## src/rtl/btb_predictor.sv

```systemverilog
// Branch target buffer with saturating direction counters for the IF stage.
// The lookup is purely combinational on pc_i. The resolving stage writes the
// outcome back on the rising edge and gets a mispredict flag plus a recovery PC.
// Two saturating performance counters track lookup hits and mispredictions.
module btb_predictor #(
  parameter int ADDR_W  = 32,
  parameter int ENTRIES = 16,
  parameter int CTR_W   = 2,
  parameter int CNT_W   = 16
) (
  input  logic              clk_i,
  input  logic              rst_i,
  input  logic              clear_i,
  input  logic              lookup_valid_i,
  input  logic [ADDR_W-1:0] pc_i,
  output logic              hit_o,
  output logic              pred_taken_o,
  output logic [ADDR_W-1:0] pred_target_o,
  input  logic              upd_valid_i,
  input  logic [ADDR_W-1:0] upd_pc_i,
  input  logic              upd_taken_i,
  input  logic [ADDR_W-1:0] upd_target_i,
  input  logic              upd_is_jump_i,
  input  logic              upd_pred_taken_i,
  input  logic [ADDR_W-1:0] upd_pred_target_i,
  output logic              mispredict_o,
  output logic [ADDR_W-1:0] recovery_pc_o,
  output logic [CNT_W-1:0]  hit_cnt_o,
  output logic [CNT_W-1:0]  mispred_cnt_o
);

  localparam int IDX_W = $clog2(ENTRIES);
  localparam int TAG_W = ADDR_W - IDX_W - 2;

  // Counter encodings: MSB set means "predict taken".
  localparam logic [CTR_W-1:0] CTR_WEAK_NT = CTR_W'((1 << (CTR_W - 1)) - 1);
  localparam logic [CTR_W-1:0] CTR_WEAK_T  = CTR_W'(1 << (CTR_W - 1));
  localparam logic [CTR_W-1:0] CTR_MAX     = '1;
  localparam logic [CNT_W-1:0] CNT_MAX     = '1;

  // Per-entry state, gathered from the generate blocks for indexed reads.
  logic              valid_w  [ENTRIES];
  logic [TAG_W-1:0]  tag_w    [ENTRIES];
  logic [ADDR_W-1:0] target_w [ENTRIES];
  logic              jump_w   [ENTRIES];
  logic [CTR_W-1:0]  ctr_w    [ENTRIES];

  // Lookup side address split (pc bits [1:0] are word offset, ignored).
  logic [IDX_W-1:0]  lk_idx;
  logic [TAG_W-1:0]  lk_tag;
  logic [ADDR_W-1:0] lk_pc_plus4;

  assign lk_idx      = pc_i[IDX_W+1:2];
  assign lk_tag      = pc_i[ADDR_W-1:IDX_W+2];
  assign lk_pc_plus4 = pc_i + ADDR_W'(4);

  assign hit_o         = valid_w[lk_idx] && (tag_w[lk_idx] == lk_tag);
  assign pred_taken_o  = hit_o && (jump_w[lk_idx] || ctr_w[lk_idx][CTR_W-1]);
  assign pred_target_o = pred_taken_o ? target_w[lk_idx] : lk_pc_plus4;

  // Update side address split and tag check against current contents.
  logic [IDX_W-1:0] upd_idx;
  logic [TAG_W-1:0] upd_tag;
  logic             upd_hit;
  logic [CTR_W-1:0] upd_ctr_next;

  assign upd_idx = upd_pc_i[IDX_W+1:2];
  assign upd_tag = upd_pc_i[ADDR_W-1:IDX_W+2];
  assign upd_hit = valid_w[upd_idx] && (tag_w[upd_idx] == upd_tag);

  // Saturating step of the direction counter of the entry being updated.
  always_comb begin
    upd_ctr_next = ctr_w[upd_idx];
    if (upd_taken_i) begin
      if (ctr_w[upd_idx] != CTR_MAX) upd_ctr_next = ctr_w[upd_idx] + CTR_W'(1);
    end else begin
      if (ctr_w[upd_idx] != '0) upd_ctr_next = ctr_w[upd_idx] - CTR_W'(1);
    end
  end

  // Mispredict detection and recovery PC are combinational on the update bus.
  assign mispredict_o  = upd_valid_i &&
                         ((upd_taken_i != upd_pred_taken_i) ||
                          (upd_taken_i && (upd_target_i != upd_pred_target_i)));
  assign recovery_pc_o = upd_taken_i ? upd_target_i : (upd_pc_i + ADDR_W'(4));

  genvar gi;
  generate
    for (gi = 0; gi < ENTRIES; gi++) begin : g_entry
      logic              valid_reg;
      logic [TAG_W-1:0]  tag_reg;
      logic [ADDR_W-1:0] target_reg;
      logic              jump_reg;
      logic [CTR_W-1:0]  ctr_reg;
      logic              sel;

      assign sel = upd_valid_i && (upd_idx == IDX_W'(gi));

      // Entry storage: clear beats update; tag hits train, taken misses allocate.
      always_ff @(posedge clk_i or negedge rst_i) begin
        if (!rst_i) begin
          valid_reg  <= 1'b0;
          tag_reg    <= '0;
          target_reg <= '0;
          jump_reg   <= 1'b0;
          ctr_reg    <= CTR_WEAK_NT;
        end else if (clear_i) begin
          valid_reg <= 1'b0;
          ctr_reg   <= CTR_WEAK_NT;
        end else if (sel) begin
          if (upd_hit) begin
            ctr_reg  <= upd_ctr_next;
            jump_reg <= upd_is_jump_i;
            if (upd_taken_i) target_reg <= upd_target_i;
          end else if (upd_taken_i) begin
            valid_reg  <= 1'b1;
            tag_reg    <= upd_tag;
            target_reg <= upd_target_i;
            jump_reg   <= upd_is_jump_i;
            ctr_reg    <= CTR_WEAK_T;
          end
        end
      end

      assign valid_w[gi]  = valid_reg;
      assign tag_w[gi]    = tag_reg;
      assign target_w[gi] = target_reg;
      assign jump_w[gi]   = jump_reg;
      assign ctr_w[gi]    = ctr_reg;
    end
  endgenerate

  logic [CNT_W-1:0] hit_cnt_reg;
  logic [CNT_W-1:0] mispred_cnt_reg;

  // Saturating performance counters; clear zeroes both.
  always_ff @(posedge clk_i or negedge rst_i) begin
    if (!rst_i) begin
      hit_cnt_reg     <= '0;
      mispred_cnt_reg <= '0;
    end else if (clear_i) begin
      hit_cnt_reg     <= '0;
      mispred_cnt_reg <= '0;
    end else begin
      if (lookup_valid_i && hit_o && (hit_cnt_reg != CNT_MAX))
        hit_cnt_reg <= hit_cnt_reg + CNT_W'(1);
      if (mispredict_o && (mispred_cnt_reg != CNT_MAX))
        mispred_cnt_reg <= mispred_cnt_reg + CNT_W'(1);
    end
  end

  assign hit_cnt_o     = hit_cnt_reg;
  assign mispred_cnt_o = mispred_cnt_reg;

endmodule

```

## config.mk

```make
export PLATFORM = sky130hd
export DESIGN_NAME = btb_predictor
export DESIGN_NICKNAME = d
export VERILOG_FILES = /design/src/rtl/btb_predictor.sv
export SDC_FILE = /design/constraint.sdc
export NUM_CORES = 2
export LEC_CHECK = 0
export BUFFER_PORTS_ARGS = -buffer_cell sky130_fd_sc_hd__buf_2
export CORE_UTILIZATION = 56
export DETAILED_ROUTE_END_ITERATION = 10
export GPL_TIMING_DRIVEN = 0
export PLACE_DENSITY = 0.76
export RECOVER_POWER = 25
export SETUP_SLACK_MARGIN = 0.02
export SYNTH_ARGS = -nofsm -noshare
export SYNTH_HDL_FRONTEND = slang
export SYNTH_SLANG_ARGS = --single-unit
```

## constraint.sdc

```tcl
create_clock -name clk_i -period 3.47 [get_ports clk_i]
set_input_delay 0.1735 -clock clk_i [delete_from_list [all_inputs] [get_ports clk_i]]
set_output_delay 0.1735 -clock clk_i [all_outputs]
set_load 0.01 [all_outputs]
```

Yosys cells after proc, flatten, opt, wreduce, memory -nomap -nowiden
Index checks and enable logic that the tools add are counted.
{ "word_totals": {"register_bits": 1024, "inputBits": 136, "out_inout_bits": 99, "word_cells": 349} }
{ "classes": {"addsub": 6, "magnitude_cmp": 2, "n_eq_ne": 23, "muxes": 103, "n_bitwise": 4, "n_reduce_logical": 129} }
{ "op_table": {"columns": ["op", "count"], "rows": [
  ["$bmux W26 S4", 2],
  ["$reduce_and A3 Y1", 48],
  ["$bmux W32 S4", 1],
  ["$mux W32", 4],
  ["$mux W26", 4],
  ["$mux W2", 41],
  ["$add A32 B3 Y32 const B", 2],
  ["$mux W16", 4],
  ["$reduce_and A4 Y1", 16],
  ["$eq A26 B26 Y1", 2],
  ["$mux W1", 42],
  ["$reduce_bool A2 Y1", 21],
  ["$add A16 B1 Y16 const B", 2],
  ["$eq A4 B4 Y1 const B", 8],
  ["$ne A16 B16 Y1 const B", 2],
  ["$ne A32 B32 Y1", 1],
  ["$reduce_and A2 Y1", 16],
  ["$logic_and A1 B1 Y1", 24],
  ["$bmux W2 S4", 2],
  ["$eq A4 B3 Y1 const B", 4],
  ["$bmux W1 S4", 3],
  ["$ge A5 B5 Y1 const B", 2],
  ["$not A4 Y5", 2],
  ["$eq A4 B2 Y1 const B", 2],
  ["other kinds (9)", 12]
]} }

Logic depth before layout (Yosys ltp)
{ "logic_depth": {"depth_word": 10, "depth_mapped": 18} }

Worst setup path before layout
No wires, ideal clock.
{ "synth_path": {"path_type": "input-to-output", "start": "input pc_i[2]", "end": "output pred_target_o[26]", "arrival_time_ns": 3.379, "t_required_ns": 3.296, "slack_ns": -0.082, "cell_stages": 11, "path_buffers": 8, "cell_sequence": "buf_4 -> buf_4 -> buf_4 -> buf_6 -> buf_4 -> buf_1 -> buf_2 -> buf_2 -> mux4_2 -> mux4_2 -> mux2_2"} }
{ "synth_between": {"elab_chain_len": 8} }
{ "synth_rtl": {"columns": ["element", "line_no", "rtl"], "rows": [
  ["start: declaration", "15", "input logic [ADDR_W-1:0] pc_i,"],
  ["$not A4 Y5 (not written as such)", "57, 58, 59", null],
  ["$bmux W26 S4", "57", "assign hit_o = valid_w[lk_idx] && (tag_w[lk_idx] == lk_tag);"],
  ["$mux W26 (not written as such) (2 in a row)", "57", null],
  ["$eq A26 B26 Y1", "57", null],
  ["$logic_and A1 B1 Y1", "57", null],
  ["$logic_and A1 B1 Y1", "58", "assign pred_taken_o = hit_o && (jump_w[lk_idx] || ctr_w[lk_idx][CTR_W-1]);"],
  ["$mux W32 (*)", "59", "assign pred_target_o = pred_taken_o ? target_w[lk_idx] : lk_pc_plus4;"],
  ["end: declaration", "18", "output logic [ADDR_W-1:0] pred_target_o,"]
]} }
Mark *: on every way between the ends. The rest lies on a longest branch, timed or not. The select of a mux whose other input is x is not followed.

Worst setup path in the final report
{ "layout_path": {"start": "input pc_i[2]", "end": "output pred_target_o[15]"} }
Same word-level chain as after synthesis.

==> reports/results.ini <==
[status]
status=finished with violations
violations=max-capacitance violations, max-slew violations, negative setup slack

[clocking]
cts_root_buf=clkbuf_16
htreeDepth=3
clk_transition_reported_paths_ns=0.06
cts_tree=built
clk_latency_ns=0.76
cts_buffer_depth=3
cts_buffers=108
clock-sinks=1024

[critical_path]
cp.required_ns=3.30
reg2reg_to=g_entry[7].tag_reg[9]
critPathBufInv=11
crit_path_start_kind=input pin
r2r_start=g_entry[10].tag_reg[5]
critPathMaxStageDelay_ns=0.47
critPathCaptureType=output pin
cp_top_family=buffers and inverters
critPathArrivalTime_ns=4.33
crit_path_max_fanout=10
worstSetupPathType=in2out
crit_top_cell=buf_12
worstPathCellList=buf_2 > buf_8 > buf_12 > buf_16 > buf_12 > buf_8 > mux2i_4 > xnor2_1 > o2111ai_1 > a222oi_1 > inv_1 > nor4_4 > buf_6 > buf_12 > clkbuf_16 > mux2_4 > buf_6
worst_path_max_delay_cell=mux2i_4
cp.depth=17
worstRegToRegCells=14
r2r_slack_ns=-0.33

[flow_run]
drv_cap=4

[global_route]
grt_pass1_vias=40200
grtUsageTotal_pct=42.9
grt-ovfl-total=0
antenna_found_initial=16
grt_pass1_wl_um=296000
grt_start_max_net_pins=167

[die]
fp-row-count=113
start_util_pct=56.6
core_area_mm2=0.0952
io_pins=235
die_area_mm2=0.0974
die_h_um=312
fp.dieW_um=312

[yosys]
synth_ff_type=dfrtp_1
postSynthCellCount=3794
ys_types=79
synth_seq_area_share_pct=47.6
synth_edf_count=0
synth-seq-cells=1024
avgSynthCellArea_um2=14.2
netlist_area_mm2=0.0539
async_flop_share_pct=100
synth_nets=3937
yosysWarningCount=0

[cells_and_area]
final_util_pct=68.9
largest_reg_flops=512
final_common_cell=dfrtp_1
layout_common_cells=dfrtp_1, mux2_2, mux4_2
finalNonFillerCells=5643
final_nets=4421
area_growth_pct=21.7
layout-drive-gt1-share_pct=49.9

[power]
peakVddDrop_mv=0.425
power.leakage_nw=29.2
p_per_area_mw_per_mm2=497

[timing]
fin_worst_skew_ns=0.0891
rsz0062_at_grt=true
hold_violations=0
fin_crit_ns=4.51
report.final.setup_viol=701
hold_slack_ns=0.0143
clock.fmax_mhz=222
finalMaxSlewViolations=508
finalCritPeriodShare_pct=130
finalWorstSetupSlack_ns=-1.04
tightest_slew_ns=2.37
slew_headroom_pct=-57.8

[place]
placed_cells=5247
gp_congestion=1.04
post-place-ws_ns=-2.84
dp_hpwl_um=136000
portBuffers=178

[route]
firstDrtPassIters=6
drc=0
drtIter0Drc=5607
drtAntennaViolNets=0
via_count=39800
wire_per_inst_um=36.9
viasPerCell=7.06
drt-total-wl_um=208000

[min_path]
hold_end=g_entry[0].tag_reg[10]
holdPathStages=2
hp-start=upd_pc_i[16]
hold_class=in2reg

worst max path at each step:
| stage | to | slack [ns] | startpoint |
|---|---|---|---|
| floorplan | pred_target_o[22] | 0.10 | pc_i[3] |
| global placement | g_entry[15].target_reg[23] | -20.23 | rst_i |
| detailed placement | pred_target_o[2] | -2.84 | pc_i[2] |
| CTS | pred_target_o[14] | -0.91 | g_entry[4].tag_reg[13] |
| global route | pred_target_o[13] | -1.0 | g_entry[8].tag_reg[16] |
| finish | pred_target_o[15] | -1.04 | pc_i[2] |
through the flow:
| stage | total power (W) | TNS, ns | cell area (µm²) |
|---|---|---|---|
| after floorplan | 0.0178 | 0 | 53900 |
| after global placement | 0.0196 | - | 56300 |
| after detailed placement | 0.0198 | -1355.61 | 56600 |
| after CTS | 0.0321 | -89.69 | 64900 |
| after global routing | 0.0334 | -106.87 | 65500 |
| final | 0.0326 | -157.55 | 65600 |
routing by layer:
metal	global-route usage [%]	up-vias	routed length (µm)
met5	0.580	-	218
met4	26.8	16	16600
met3	17.3	934	28700
met2	61.2	3079	88900
met1	54.7	20600	73800
li1	-	15200	-
power breakdown:
group	leakage (nW)	switching (W)	internal [W]
registers	13.6	0.00102	0.0134
logic	13.8	0.00303	0.00308
clock network	1.79	0.00514	0.00690
total	29.2	0.00919	0.0234
layout make-up:
cell class,count,area (µm²)
Multi-Input combinational cell,2359,27700
Inverter,38,145
Fill cell,6263,29600
Buffer,362,2750
Clock buffer,163,3200
Clock inverter,34,462
Tap cell,1265,1580
Timing Repair Buffer,385,4080
Antenna cell,13,32.5
Sequential cell,1024,25600
synthesized netlist by cell type (all sizes together), types with 23 or more instances:
cell type,number,area [µm²]
a21oi,50,254
mux4,363,8180
mux2,989,11200
nand3,55,275
nor2b,25,156
and3,25,156
inv,37,139
nor2,96,380
xor2,77,674
buf,151,1000
nand4,23,144
dfrtp,1008,25200
a22oi,28,210
nor3,36,185
nand2,120,460
mux2i,113,1130
clkbuf,222,833
xnor2,84,736
o21ai,59,295
cell families after synthesis:
family,Yosys count,synth area share [%]
adders and majority gates,8,0.181
xor gates and xnor gates,161,2.62
DFF,1024,47.6
buffers and inverters,411,3.68
and+or+nand+nor,444,4.09
muxes,1465,38.2
AOI/OAI and AO/OA,281,3.67
worst reg2reg max path: stages (launching register included):
cell and delay, ns:
dfrtp_1 0.45, mux4_2 0.51, mux2i_1 0.16, mux2i_1 0.11, xnor2_1 0.53, nand4_1 0.22, and4b_1 0.33, and3_4 0.30
buf_12 0.17, buf_8 0.11, nor2b_4 0.04, buf_12 0.15, buf_12 0.15, buf_16 0.15, mux2_4 0.30
what timing repair did:
item / in CTS / in global routing
resized for setup: 674 / 104
hold buffers: 22 / 0
cloned: 33 / 3
endpoints found under the hold margin: 611 / 0
endpoints found under the setup margin: 785 / 588
pin swaps: 31 / 27
setup buffers: 109 / 39
Power figures use the tool's default switching activity.
